===== src/rtl/gnrl_pipe_skid.sv =====
// Two-entry valid/ready pipeline stage (main + skid register) with fully registered
// o_vld, i_rdy and o_dat, so chained stages share no combinational path.
module gnrl_pipe_skid #(
   parameter int DW = 32
) (
   input  logic          clk,
   input  logic          rst_n,
   input  logic          flush,
   input  logic          i_vld,
   output logic          i_rdy,
   input  logic [DW-1:0] i_dat,
   output logic          o_vld,
   input  logic          o_rdy,
   output logic [DW-1:0] o_dat,
   output logic [1:0]    count
);

   typedef enum logic [1:0] {
      EMPTY = 2'd0,
      BUSY  = 2'd1,
      FULL  = 2'd2
   } state_t;

   state_t        state;
   logic [DW-1:0] main_dat;
   logic [DW-1:0] skid_dat;
   logic          push;
   logic          pop;

   // Handshake: a beat moves on a rising edge only when valid and ready are both
   // high at that edge; a producer whose valid is refused keeps its payload.
   assign push = i_vld & i_rdy;
   assign pop  = o_vld & o_rdy;

   // Every output is a pure decode of flops.
   assign o_vld = (state != EMPTY);
   assign i_rdy = (state != FULL);
   assign o_dat = main_dat;
   assign count = state;

   always_ff @(posedge clk or negedge rst_n) begin
      if (!rst_n) begin
         state    <= EMPTY;
         main_dat <= '0;
         skid_dat <= '0;
      end else begin
         unique case (state)
            EMPTY: begin
               if (push) begin
                  main_dat <= i_dat;
                  state    <= BUSY;
               end
            end
            BUSY: begin
               if (push && pop) begin
                  main_dat <= i_dat;
               end else if (push) begin
                  skid_dat <= i_dat;
                  state    <= FULL;
               end else if (pop) begin
                  state    <= EMPTY;
               end
            end
            FULL: begin
               // i_rdy is low here, so only a pop can move the stage.
               if (pop) begin
                  main_dat <= skid_dat;
                  state    <= BUSY;
               end
            end
            default: state <= EMPTY;
         endcase
         // Flush wins over any transition; data regs are left as don't-care.
         if (flush) state <= EMPTY;
      end
   end

endmodule


===== config.mk =====
export PLATFORM = sky130hd
export DESIGN_NAME = gnrl_pipe_skid
export DESIGN_NICKNAME = d
export VERILOG_FILES = /design/src/rtl/gnrl_pipe_skid.sv
export SDC_FILE = /design/constraint.sdc
export NUM_CORES = 1
export LEC_CHECK = 0
export BUFFER_PORTS_ARGS = -buffer_cell sky130_fd_sc_hd__buf_2
export CAP_MARGIN = 25
export CORE_MARGIN = 10
export CORE_UTILIZATION = 50
export CTS_CLUSTER_DIAMETER = 100
export DETAILED_ROUTE_END_ITERATION = 10
export PLACE_DENSITY = 0.86
export SYNTH_ARGS = -nofsm -noshare
export SYNTH_HDL_FRONTEND = slang
export SYNTH_SLANG_ARGS = --single-unit

===== constraint.sdc =====
create_clock -name clk -period 1.95 [get_ports clk]
set_input_delay 0.39 -clock clk [delete_from_list [all_inputs] [get_ports clk]]
set_output_delay 0.39 -clock clk [all_outputs]
set_load 0.005 [all_outputs]

# Word level (Yosys, flattened, before mapping)
# Cells that the tools add are included.
# W data, S select, Z words.
# classes
n_eq_ne	10
mux	11
bitwise_logic	3
reduce_logical	7
# ops
cell	count
$mux W32	3
$pmux W32 S3	1
$mux W2	6
$ne A3 B3 Y1 const B	3
$ne A2 B2 Y1 const B	4
$reduce_and A4 Y1	2
$pmux W2 S3	1
$ne A4 B4 Y1 const B	1
$reduce_and A3 Y1	1
$reduce_bool A3 Y1	1
$and A1 B1 Y1	2
$eq A2 B1 Y1 const B	1
$eq A2 B2 Y1 const B	1
$logic_not A2 Y1	1
$reduce_bool A2 Y1	1
$logic_and A1 B1 Y1	1
$not A1 Y1	1
# word_totals
register_bits	66
in_bits	37
output_inout_bits	36
word_cells	34

# Logic depth before layout (Yosys ltp)
# Gate-level depths: netlist of run 1.
# logic_depth
ltp_word	7
ltp_mapped	5

# Least setup slack after synthesis of run 1
# OpenSTA, ideal clock, no wires.
# synth_path
path_kind	reg2reg
startpoint	register state[1], in the netlist count[1]
endpoint	register main_dat[31], in the netlist o_dat[31]
setup_time_ps	125
t_arrival_ps	1400
required_ps	1825
path_slack_ps	425
stages_incl_launch_ff	6
cell_sequence	dfrtp_1 > nor2b_1 > buf_6 > buf_6 > mux2_4 > mux2_4
# synth_between
elab_chain_len	5
elab_cells_between_ends	14
cone_classes	6 x eq/ne; 1 x mux; 2 x bitwise; 5 x reduce/logical
# synth_lines
item	line	text
start, declared	24	state_t state;
start signal, assigned	43	state <= EMPTY;
start signal, assigned	51	state <= BUSY;
start signal, assigned	59	state <= FULL;
$ne A2 B2 Y1 / $reduce_bool A2 Y1 (equally long branches)	37, 36	
$and A1 B1 Y1 (on tied branches)	32, 33	
$logic_and A1 B1 Y1	55	if (push && pop) begin
$ne A2 B2 Y1 (no source line)	n/a	
$reduce_and A4 Y1 (no source line)	n/a	
end signal, assigned	50	main_dat <= i_dat;
end signal, assigned	56	main_dat <= i_dat;
end signal, assigned	67	main_dat <= skid_dat;
end, declared	25	logic [DW-1:0] main_dat;
# Parallel ways exist; a longest one is shown, timed or not.
# A chain may end at the register's enable or synchronous reset.

# Worst setup path in the final report of run 1
# layout_path
startpoint	register state[1], in the netlist count[1]
endpoint	output port i_rdy
# layout_between
elab_chain_len	1
# layout_lines
item	line	text
$ne A2 B2 Y1	37	assign i_rdy = (state != FULL);
end, declared	10	output logic i_rdy,
# No other way between the ends.

==> metrics.txt, run 1 <==
# TYPE chip_impl_metric gauge
chip_impl_metric{name="netlist_area_before_placement",unit="mm²"} 0.003120
chip_impl_info{name="timing.critical_path.max_delay_family",value="flip-flops"} 1
chip_impl_metric{name="routed_wire_per_std_cell",unit="µm"} 17.66
chip_impl_metric{name="synth_seq_area_share",unit=""} 0.5293
chip_impl_metric{name="synth_enable_flop_cells",unit=""} 0
chip_impl_info{name="timing.critical_path.to_type",value="output pin"} 1
chip_impl_metric{name="pwr_density_cell",unit="mW/mm²"} 943.7
chip_impl_metric{name="fmax",unit="GHz"} 0.5638
chip_impl_metric{name="rrSetupSlack",unit="ns"} 0.34
chip_impl_metric{name="asr_flop_ratio_synth",unit=""} 1.000
chip_impl_metric{name="worstPathRequired",unit="ns"} 1.56
chip_impl_metric{name="final.min_clock_period",unit="ns"} 1.774
chip_impl_metric{name="gr-total-overflow",unit=""} 0
chip_impl_metric{name="cts_inserted_buffers",unit=""} 9
chip_impl_info{name="reg2reg_from",value="count[1]$_DFFE_PN0P_"} 1
chip_impl_info{name="synth.most_common_cell",value="dfrtp_1"} 1
chip_impl_metric{name="cts_hold_buf",unit=""} 0
chip_impl_metric{name="total_number_of_nets_in_the_final_design",unit=""} 301
chip_impl_metric{name="drt_wl_total",unit="µm"} 6059
chip_impl_metric{name="clock_insertion_delay_worst_skew",unit="ns"} 0.33
chip_impl_info{name="synth_top_cells_by_area",value="dfrtp_1 53%, mux2_4 27%, mux2_2 10%, mux2_1 4.0%, buf_6 1.8%"} 1
chip_impl_info{name="criticalPathCategory",value="reg2out"} 1
chip_impl_metric{name="place_congestion",unit=""} 0.6935
chip_impl_info{name="r2r_end",value="o_dat[1]$_DFFE_PN0P_"} 1
chip_impl_metric{name="cts.sinks",unit=""} 66
chip_impl_metric{name="insertedDiodeCount",unit=""} 0
chip_impl_metric{name="worst_tran_pin_value",unit="ns"} 0.3516
chip_impl_info{name="startpoint_type",value="flip-flop"} 1
chip_impl_metric{name="finalHoldViolations",unit=""} 0
chip_impl_metric{name="final-max-slew-violation-count",unit=""} 0
chip_impl_info{name="tritoncts",value="done"} 1
chip_impl_metric{name="portBuffers",unit=""} 72
chip_impl_info{name="yosys_most_used_dff",value="dfrtp_1"} 1
chip_impl_metric{name="floorplan.die.width",unit="µm"} 99
chip_impl_metric{name="grt_start_max_net_pins",unit=""} 67
chip_impl_metric{name="fp.dieArea",unit="mm²"} 0.009801
chip_impl_metric{name="antenna_violations_before_repair",unit=""} 0
chip_impl_metric{name="ys.warnings.count",unit=""} 0
chip_impl_metric{name="cts.repair_timing.setup_buffer_count",unit=""} 0
chip_impl_metric{name="post_cts_resize_count",unit=""} 0
chip_impl_info{name="grt_setup_unrepaired",value="false"} 1
chip_impl_metric{name="crit_fanout",unit=""} 19
chip_impl_metric{name="gate_count_of_the_mapped_netlist",unit=""} 186
chip_impl_metric{name="die_y",unit="µm"} 99
chip_impl_metric{name="grt_use_total",unit=""} 0.1259
chip_impl_metric{name="post_dp_cell_area",unit="mm²"} 0.003611
chip_impl_metric{name="ioPinCount",unit=""} 73
chip_impl_metric{name="syn_to_final_growth",unit="%"} 21.65
chip_impl_metric{name="relative_slew_slack",unit=""} 0.7656
chip_impl_metric{name="yosysUniqueCellTypes",unit=""} 18
chip_impl_metric{name="syn-mean-instance-area",unit="µm²"} 16.78
chip_impl_metric{name="synth-seq-cells",unit=""} 66
chip_impl_metric{name="crit_path_max_incr_delay",unit="ns"} 0.42
chip_impl_metric{name="period_share",unit=""} 0.9095
chip_impl_metric{name="worstRegToRegCells",unit=""} 4
chip_impl_metric{name="drv_cap",unit=""} 0
chip_impl_metric{name="p_leak",unit="nW"} 1.830
chip_impl_metric{name="drtIter0Drc",unit=""} 34
chip_impl_metric{name="route.antenna.remaining_nets",unit=""} 0
chip_impl_metric{name="clock-skew-final",unit="ns"} 0.004932
chip_impl_metric{name="initial_utilization",unit=""} 0.5209
chip_impl_info{name="run_status",value="completed"} 1
chip_impl_info{name="timing.critical_path.cells",value="nor2b_4 -> buf_12 -> inv_1 -> buf_2"} 1
chip_impl_metric{name="drc",unit=""} 0
chip_impl_metric{name="setup_tns",unit="ns"} 0
chip_impl_metric{name="critical_path_arrival",unit="ns"} 1.38
chip_impl_metric{name="detail_route.vias_per_cell",unit=""} 5.137
chip_impl_metric{name="clock_path_buffers",unit=""} 2
chip_impl_metric{name="placement_rows",unit=""} 28
chip_impl_metric{name="via_count",unit=""} 1762
chip_impl_metric{name="maximum_ir_drop_on_the_vdd_rail",unit="mV"} 0.5972
chip_impl_metric{name="drive_above_1_share",unit=""} 0.6716
chip_impl_metric{name="cts.htree.levels",unit=""} 3
chip_impl_metric{name="grt_pass1_wl",unit="µm"} 9929
chip_impl_info{name="clockRootBuffer",value="clkbuf_8"} 1
chip_impl_metric{name="path_clk_slew",unit="ns"} 0.07
chip_impl_info{name="synth.top_cells.by_count",value="66 x dfrtp_1, 56 x mux2_4, 29 x mux2_2, 11 x mux2_1"} 1
chip_impl_metric{name="synth_top_area_share",unit=""} 0.5293
chip_impl_metric{name="critical_path_buf_inv_count",unit=""} 3
chip_impl_info{name="min_path_type",value="in2async"} 1
chip_impl_info{name="synth_top_cell_by_area",value="dfrtp_1"} 1
chip_impl_info{name="crit_path_top_delay_cell",value="dfrtp_1"} 1
chip_impl_metric{name="setup_viol",unit=""} 0
chip_impl_info{name="setup.worst_path.start",value="count[1]$_DFFE_PN0P_"} 1
chip_impl_metric{name="syn_nets",unit=""} 223
chip_impl_metric{name="firstDrtPassIters",unit=""} 4
chip_impl_metric{name="vias_in_the_first_global_route",unit=""} 1971
chip_impl_metric{name="final_standard_cell_area_without_fillers",unit="mm²"} 0.003796
chip_impl_metric{name="placeableCoreArea",unit="mm²"} 0.005991
[power by group]
part | leakage (nW) | internal [mW] | switching, mW | total (mW)
combinational | 0.947 | 0.447 | 0.234 | 0.681
clock | 0.0962 | 0.615 | 0.489 | 1.10
sequential | 0.787 | 1.65 | 0.148 | 1.80
[sequential cells by signal, summed over array words and instances, names as in the netlist]
signal,count
o_dat,32
skid_dat,32
count,2
[kinds of logic after synthesis]
kind of cell | count (synthesis) | share of synthesized area
compound gates | 3 | 0.006816
buf+inv | 12 | 0.03288
flops | 66 | 0.5293
mux | 96 | 0.4138
simple gates | 9 | 0.01724
[per-stage QoR]
step	util	cells	setup WS (ns)	total power, mW	hold WS (ns)
floorplan	-	186	0.4252	2.227	0.09441
global placement	0.6028	328	0.3383	2.469	0.4298
detailed placement	0.6028	328	0.2911	2.517	0.4347
CTS	0.6337	343	0.1519	3.634	0.07447
global route	0.6337	343	0.09761	3.783	0.07311
finish	0.6337	343	0.1764	3.582	0.06873
[worst max-delay path by stage]
stage	end	depth (start not counted)
final	i_rdy	4
after global routing	i_rdy	4
after CTS	i_rdy	4
after detailed placement	skid_dat[26]$_DFFE_PN0P_	5
after global placement	o_dat[30]$_DFFE_PN0P_	5
after floorplan	o_dat[31]$_DFFE_PN0P_	5
[final cells by class]
type	instances	area, µm²
tap	75	93.84
clock buffer	12	145.1
fill	451	2195
sequential	66	1652
multi-input combinational	108	1381
timing repair buffer	78	480.5
inverter	1	3.754
clock inverter	3	40.04
[cells in the final DEF (no fill, tap or decap)]
cell type	instances
a31oi_1	1
nor3_1	1
inv_1	1
a21oi_1	1
buf_12	6
clkbuf_1	2
bufinv_16	1
nor2b_1	1
mux2_2	29
or3_1	1
a21bo_2	1
clkinv_2	2
nand2_1	1
clkbuf_8	10
or2_2	1
dfrtp_1	66
mux2_1	11
mux2_4	56
nand2b_1	1
nor2b_4	2
buf_2	72
nand3b_1	1
[metal layers]
layer | GRT usage | wire (µm) | up-vias
li1 | - | - | 816
met1 | 0.1441 | 2586 | 885
met5 | 0 | 0 | -
met2 | 0.2034 | 3009 | 55
met3 | 0.05168 | 409 | 6
met4 | 0.05182 | 53 | 0
Power figures use the tool's default switching activity.
==> run 2, diff against run 1 <==
--- a/config.mk
+++ b/config.mk
@@ -7,6 +7,7 @@
 export LEC_CHECK = 0
 export BUFFER_PORTS_ARGS = -buffer_cell sky130_fd_sc_hd__buf_2
 export CAP_MARGIN = 25
+export CORE_ASPECT_RATIO = 1.2
 export CORE_MARGIN = 10
 export CORE_UTILIZATION = 50
 export CTS_CLUSTER_DIAMETER = 100
@@ -15,3 +16,4 @@
 export SYNTH_ARGS = -nofsm -noshare
 export SYNTH_HDL_FRONTEND = slang
 export SYNTH_SLANG_ARGS = --single-unit
+export TNS_END_PERCENT = 30
==> metrics.txt, run 2 (synthesis results as in run 1) <==
# TYPE chip_impl_metric gauge
chip_impl_metric{name="maximum_ir_drop_on_the_vdd_rail",unit="mV"} 0.7626
chip_impl_metric{name="finalPower",unit="mW"} 3.631
chip_impl_metric{name="drv_cap",unit=""} 0
chip_impl_metric{name="clock-skew-final",unit="ns"} 0.01005
chip_impl_metric{name="clock_path_buffers",unit=""} 2
chip_impl_metric{name="placeableCoreArea",unit="mm²"} 0.006051
chip_impl_metric{name="vias_in_the_first_global_route",unit=""} 2072
chip_impl_metric{name="setup_tns",unit="ns"} 0
chip_impl_metric{name="detail_route.vias_per_cell",unit=""} 5.000
chip_impl_metric{name="dp_hpwl",unit="µm"} 4170
chip_impl_metric{name="cts.sinks",unit=""} 66
chip_impl_metric{name="cts_inserted_buffers",unit=""} 9
chip_impl_metric{name="post_cts_resize_count",unit=""} 0
chip_impl_metric{name="drt_wl_total",unit="µm"} 5953
chip_impl_metric{name="firstDrtPassIters",unit=""} 4
chip_impl_metric{name="insertedDiodeCount",unit=""} 0
chip_impl_metric{name="gr-total-overflow",unit=""} 0
chip_impl_metric{name="crit_path_max_incr_delay",unit="ns"} 0.42
chip_impl_info{name="run_status",value="completed"} 1
chip_impl_metric{name="final_standard_cell_area_without_fillers",unit="mm²"} 0.003791
chip_impl_metric{name="total_number_of_nets_in_the_final_design",unit=""} 300
chip_impl_metric{name="cts.repair_timing.setup_buffer_count",unit=""} 0
chip_impl_info{name="grt_setup_unrepaired",value="false"} 1
chip_impl_info{name="tritoncts",value="done"} 1
chip_impl_metric{name="post_dp_cell_area",unit="mm²"} 0.003587
chip_impl_metric{name="fmax",unit="GHz"} 0.5789
chip_impl_metric{name="via_count",unit=""} 1745
chip_impl_metric{name="period_share",unit=""} 0.8859
chip_impl_metric{name="cts_hold_buf",unit=""} 0
chip_impl_metric{name="route.antenna.remaining_nets",unit=""} 0
chip_impl_metric{name="grt_use_total",unit=""} 0.1264
chip_impl_info{name="timing.critical_path.to_type",value="output pin"} 1
chip_impl_metric{name="postLayoutSetupSlackWorst",unit="ns"} 0.2226
chip_impl_metric{name="ioPinCount",unit=""} 73
chip_impl_metric{name="final-max-slew-violation-count",unit=""} 0
chip_impl_info{name="final_common_cell",value="buf_2"} 1
chip_impl_metric{name="fin_worst_hold_slack",unit="ns"} 0.05248
chip_impl_metric{name="syn_to_final_growth",unit="%"} 21.49
chip_impl_info{name="crit_path_top_delay_cell",value="dfrtp_1"} 1
chip_impl_info{name="startpoint_type",value="flip-flop"} 1
chip_impl_metric{name="worst_tran_pin_value",unit="ns"} 0.3460
chip_impl_metric{name="worstPathRequired",unit="ns"} 1.56
chip_impl_metric{name="drtIter0Drc",unit=""} 58
chip_impl_metric{name="p_leak",unit="nW"} 1.828
chip_impl_metric{name="path_clk_slew",unit="ns"} 0.07
chip_impl_metric{name="pwr_density_cell",unit="mW/mm²"} 957.8
chip_impl_info{name="timing.critical_path.cells",value="nor2b_4 -> buf_12 -> inv_1 -> buf_2"} 1
chip_impl_metric{name="placement_rows",unit=""} 31
chip_impl_metric{name="dp_slack",unit="ns"} 0.2632
chip_impl_metric{name="setup_viol",unit=""} 0
chip_impl_metric{name="critical_path_arrival",unit="ns"} 1.34
chip_impl_metric{name="antenna_violations_before_repair",unit=""} 0
chip_impl_metric{name="drc",unit=""} 0
chip_impl_metric{name="drive_above_1_share",unit=""} 0.6742
chip_impl_metric{name="final.min_clock_period",unit="ns"} 1.727
chip_impl_metric{name="crit_fanout",unit=""} 21
chip_impl_metric{name="grt_start_max_net_pins",unit=""} 67
chip_impl_metric{name="routed_wire_per_std_cell",unit="µm"} 17.06
chip_impl_metric{name="place_congestion",unit=""} 0.8618
chip_impl_metric{name="cts.htree.levels",unit=""} 3
chip_impl_info{name="clockRootBuffer",value="clkbuf_8"} 1
chip_impl_metric{name="finalHoldViolations",unit=""} 0
chip_impl_metric{name="fp.dieArea",unit="mm²"} 0.009814
chip_impl_metric{name="portBuffers",unit=""} 72
chip_impl_info{name="criticalPathCategory",value="reg2out"} 1
chip_impl_info{name="min_path_type",value="in2async"} 1
chip_impl_metric{name="floorplan.die.width",unit="µm"} 92.12
chip_impl_metric{name="grt_pass1_wl",unit="µm"} 9804
chip_impl_metric{name="clock_insertion_delay_worst_skew",unit="ns"} 0.34
chip_impl_metric{name="initial_utilization",unit=""} 0.5157
chip_impl_info{name="top_library_cells_by_usage_in_the_layout_fill_and_taps_aside",value="72 x buf_2, 66 x dfrtp_1, 56 x mux2_4, 29 x mux2_2, 12 x clkbuf_8"} 1
chip_impl_metric{name="relative_slew_slack",unit=""} 0.7693
chip_impl_metric{name="die_y",unit="µm"} 106.5
==> run 2: cell count changes in the layout (fill, tap and decap cells not counted), sizes merged <==
| cell | change |
|---|---|
| buf | -1 |
| clkbuf | +1 |
| clkinv | -1 |
==> run 2: path summary, 6_finish.rpt <==
kind / slack, ns / from / depth (start not counted) / end
min: 0.05 / rst_n / 2 / skid_dat[22]$_DFFE_PN0P_
min reg2reg: 0.48 / o_dat[1]$_DFFE_PN0P_ / 1 / o_dat[1]$_DFFE_PN0P_
max: 0.22 / count[1]$_DFFE_PN0P_ / 4 / i_rdy
min in group clk: 0.24 / flush / 2 / count[0]$_DFFE_PN0P_
max reg2reg: 0.28 / count[1]$_DFFE_PN0P_ / 4 / o_dat[1]$_DFFE_PN0P_
max in group asynchronous: 1.61 / rst_n / 2 / o_dat[4]$_DFFE_PN0P_
==> run 2: layer usage <==
| metal | vias up | wire, µm | track usage |
|---|---|---|---|
| li1 | 819 | - | - |
| met1 | 859 | 2427 | 0.1331 |
| met2 | 56 | 3006 | 0.2111 |
| met3 | 11 | 370 | 0.04856 |
| met4 | 0 | 149 | 0.07285 |
| met5 | - | 0 | 0 |
==> run 2: through the flow <==
step	util	instances
after detailed placement	0.5928	334
after CTS	0.6266	349
after global routing	0.6266	349
after global placement	0.5928	334
after floorplan	-	186
final	0.6266	349
==> run 2: layout make-up <==
type,instances,area (µm²)
fillers,451,2260
flip-flops and latches,66,1652
multi-input cells,108,1381
repair buffers,77,447.9
clock buffers,13,168.9
well taps,82,102.6
clock inverters,2,35.03
inverters,1,3.754
==> run 2: worst max-delay path: cells and delay by family, from the launching register on <==
kind / cells / cell delay (ns)
DFF: 1 / 0.42
buffers and inverters: 3 / 0.37
and+or+nand+nor: 1 / 0.21
==> run 2: where the power goes <==
group          switching, mW  leakage (nW)  total, mW  internal, mW
combinational          0.231         0.935      0.671         0.440
clock                  0.476         0.106       1.16         0.687
sequential             0.149         0.787       1.80          1.65
==> run 3, diff against run 2 <==
--- a/config.mk
+++ b/config.mk
@@ -7,12 +7,12 @@
 export LEC_CHECK = 0
 export BUFFER_PORTS_ARGS = -buffer_cell sky130_fd_sc_hd__buf_2
 export CAP_MARGIN = 25
-export CORE_ASPECT_RATIO = 1.2
+export CORE_ASPECT_RATIO = 1.75
 export CORE_MARGIN = 10
-export CORE_UTILIZATION = 50
+export CORE_UTILIZATION = 53
 export CTS_CLUSTER_DIAMETER = 100
 export DETAILED_ROUTE_END_ITERATION = 10
-export PLACE_DENSITY = 0.86
+export PLACE_DENSITY = 0.9
 export SYNTH_ARGS = -nofsm -noshare
 export SYNTH_HDL_FRONTEND = slang
 export SYNTH_SLANG_ARGS = --single-unit
==> metrics.txt, run 3 (synthesis results as in run 1) <==
# TYPE chip_impl_metric gauge
chip_impl_metric{name="grt_util_met3",unit=""} 0.05045
chip_impl_metric{name="drv_cap",unit=""} 0
chip_impl_info{name="top_library_cells_by_usage_in_the_layout_fill_and_taps_aside",value="72 x buf_2, 66 x dfrtp_1, 56 x mux2_4, 29 x mux2_2, 11 x mux2_1"} 1
chip_impl_metric{name="die_y",unit="µm"} 121.5
chip_impl_info{name="grt_most_used_layer",value="met2"} 1
chip_impl_info{name="tritoncts",value="done"} 1
chip_impl_metric{name="setup_viol",unit=""} 0
chip_impl_metric{name="maximum_ir_drop_on_the_vdd_rail",unit="mV"} 0.7313
chip_impl_metric{name="dp_hpwl",unit="µm"} 4369
chip_impl_metric{name="clock_insertion_delay_worst_skew",unit="ns"} 0.34
chip_impl_metric{name="period_share",unit=""} 0.9086
chip_impl_metric{name="antenna_violations_before_repair",unit=""} 0
chip_impl_metric{name="relative_slew_slack",unit=""} 0.7682
chip_impl_metric{name="grt_pass1_wl",unit="µm"} 10360
chip_impl_metric{name="floorplan.die.width",unit="µm"} 78.01
chip_impl_metric{name="clock-skew-final",unit="ns"} 0.008195
chip_impl_metric{name="cts.sinks",unit=""} 66
chip_impl_metric{name="syn_to_final_growth",unit="%"} 21.85
chip_impl_info{name="min_path_type",value="in2async"} 1
chip_impl_info{name="run_status",value="completed"} 1
chip_impl_metric{name="placeableCoreArea",unit="mm²"} 0.005630
chip_impl_info{name="timing.critical_path.to_type",value="output pin"} 1
chip_impl_metric{name="multi_input_area",unit="mm²"} 0.001381
chip_impl_metric{name="final_standard_cell_area_without_fillers",unit="mm²"} 0.003802
chip_impl_metric{name="cts.repair_timing.setup_buffer_count",unit=""} 0
chip_impl_metric{name="detail_route.vias_per_cell",unit=""} 5.076
chip_impl_metric{name="final.min_clock_period",unit="ns"} 1.772
chip_impl_metric{name="portBuffers",unit=""} 72
chip_impl_info{name="clockRootBuffer",value="clkbuf_8"} 1
chip_impl_metric{name="via_count",unit=""} 1746
chip_impl_metric{name="cts.htree.levels",unit=""} 3
chip_impl_metric{name="place_congestion",unit=""} 0.7607
chip_impl_metric{name="drc",unit=""} 0
chip_impl_metric{name="post_cts_resize_count",unit=""} 0
chip_impl_metric{name="ioPinCount",unit=""} 73
chip_impl_metric{name="final.fill_count",unit=""} 408
chip_impl_metric{name="critical_path_arrival",unit="ns"} 1.38
chip_impl_metric{name="layout.cells.non_filler",unit=""} 344
chip_impl_metric{name="cts_hold_buf",unit=""} 0
chip_impl_metric{name="final-max-slew-violation-count",unit=""} 0
chip_impl_metric{name="drtIter0Drc",unit=""} 94
chip_impl_metric{name="grt_use_total",unit=""} 0.1371
chip_impl_metric{name="placement_rows",unit=""} 36
chip_impl_metric{name="fin_worst_hold_slack",unit="ns"} 0.05588
chip_impl_metric{name="finalHoldViolations",unit=""} 0
chip_impl_metric{name="worstPathRequired",unit="ns"} 1.56
chip_impl_metric{name="firstDrtPassIters",unit=""} 4
chip_impl_metric{name="fmax",unit="GHz"} 0.5644
chip_impl_metric{name="total_number_of_nets_in_the_final_design",unit=""} 300
chip_impl_metric{name="setup_tns",unit="ns"} 0
chip_impl_metric{name="crit_fanout",unit=""} 18
chip_impl_metric{name="globalRouteMet1Util",unit=""} 0.1425
chip_impl_metric{name="clock_path_buffers",unit=""} 2
chip_impl_info{name="criticalPathCategory",value="reg2out"} 1
chip_impl_metric{name="routed_wire_per_std_cell",unit="µm"} 17.62
chip_impl_metric{name="initial_utilization",unit=""} 0.5542
chip_impl_metric{name="pwr_density_cell",unit="mW/mm²"} 968.4
chip_impl_metric{name="p_leak",unit="nW"} 1.832
chip_impl_metric{name="drt_wl_total",unit="µm"} 6060
chip_impl_metric{name="gr-total-overflow",unit=""} 0
chip_impl_metric{name="grt_use_met2",unit=""} 0.2417
chip_impl_metric{name="route.antenna.remaining_nets",unit=""} 0
chip_impl_metric{name="fp.dieArea",unit="mm²"} 0.009478
chip_impl_metric{name="grt_start_max_net_pins",unit=""} 67
chip_impl_info{name="grt_setup_unrepaired",value="false"} 1
chip_impl_metric{name="post_dp_cell_area",unit="mm²"} 0.003592
chip_impl_metric{name="worst_tran_pin_value",unit="ns"} 0.3478
chip_impl_metric{name="sequential_cell_area",unit="mm²"} 0.001652
chip_impl_metric{name="cts_inserted_buffers",unit=""} 9
chip_impl_metric{name="path_clk_slew",unit="ns"} 0.07
chip_impl_metric{name="insertedDiodeCount",unit=""} 0
chip_impl_metric{name="placed_cells",unit=""} 328
chip_impl_info{name="final_common_cell",value="buf_2"} 1
chip_impl_metric{name="vias_in_the_first_global_route",unit=""} 2082
chip_impl_metric{name="drive_above_1_share",unit=""} 0.6716
chip_impl_info{name="startpoint_type",value="flip-flop"} 1
==> run 3: cell count changes in the layout (fill, tap and decap cells not counted) <==
cell | previous run | this run
clkinv_4 | 0 | 1
clkinv_2 | 1 | 2
buf_4 | 1 | 0
clkbuf_8 | 12 | 9
bufinv_16 | 1 | 2
buf_12 | 4 | 5
clkbuf_1 | 1 | 2
==> run 3: metal layers <==
layer | share of wire | wire (µm)
met5 | 0 | 0
met4 | 0.021 | 129
met3 | 0.055 | 333
met2 | 0.55 | 3346
met1 | 0.37 | 2251
==> run 3: cell type report <==
class / instances / share of cell area
tap: 76 / 0.02501
timing repair buffer: 77 / 0.1211
inverter: 1 / 0.0009872
clock inverter: 5 / 0.02073
clock buffer: 11 / 0.03455
sequential: 66 / 0.4344
multi-input combinational: 108 / 0.3633
==> run 3: report_power, final <==
part | total [mW] | internal [mW] | switching, mW
registers | 1.79 | 1.65 | 0.145
clock network | 1.21 | 0.719 | 0.494
logic | 0.676 | 0.441 | 0.235
total | 3.68 | 2.81 | 0.874
==> run 3: final timing paths <==
| kind | startpoint | to | slack (ns) | cells past startpoint |
|---|---|---|---|---|
| setup reg to reg | count[1]$_DFFE_PN0P_ | o_dat[30]$_DFFE_PN0P_ | 0.32 | 4 |
| min in group clk | flush | count[0]$_DFFE_PN0P_ | 0.23 | 2 |
| max in group asynchronous | rst_n | o_dat[20]$_DFFE_PN0P_ | 1.60 | 2 |
| hold reg to reg | skid_dat[1]$_DFFE_PN0P_ | skid_dat[1]$_DFFE_PN0P_ | 0.49 | 1 |
| setup / recovery | count[0]$_DFFE_PN0P_ | i_rdy | 0.18 | 4 |
| hold / removal | rst_n | skid_dat[26]$_DFFE_PN0P_ | 0.06 | 2 |
==> run 3: worst max-delay path: stages, from the launching register on <==
cell and delay, ns:
dfrtp_1 0.46, nor2b_4 0.21, buf_12 0.21, inv_1 0.05
buf_2 0.12
==> run 3: stage by stage <==
stage | utilization | worst slack [ns] | power [mW]
after floorplan | - | 0.4252 | 2.227
after global placement | 0.6380 | 0.3165 | 2.464
after detailed placement | 0.6380 | 0.2639 | 2.514
after CTS | 0.6753 | 0.1562 | 3.731
after global routing | 0.6753 | 0.07275 | 3.883
final | 0.6753 | 0.1783 | 3.682
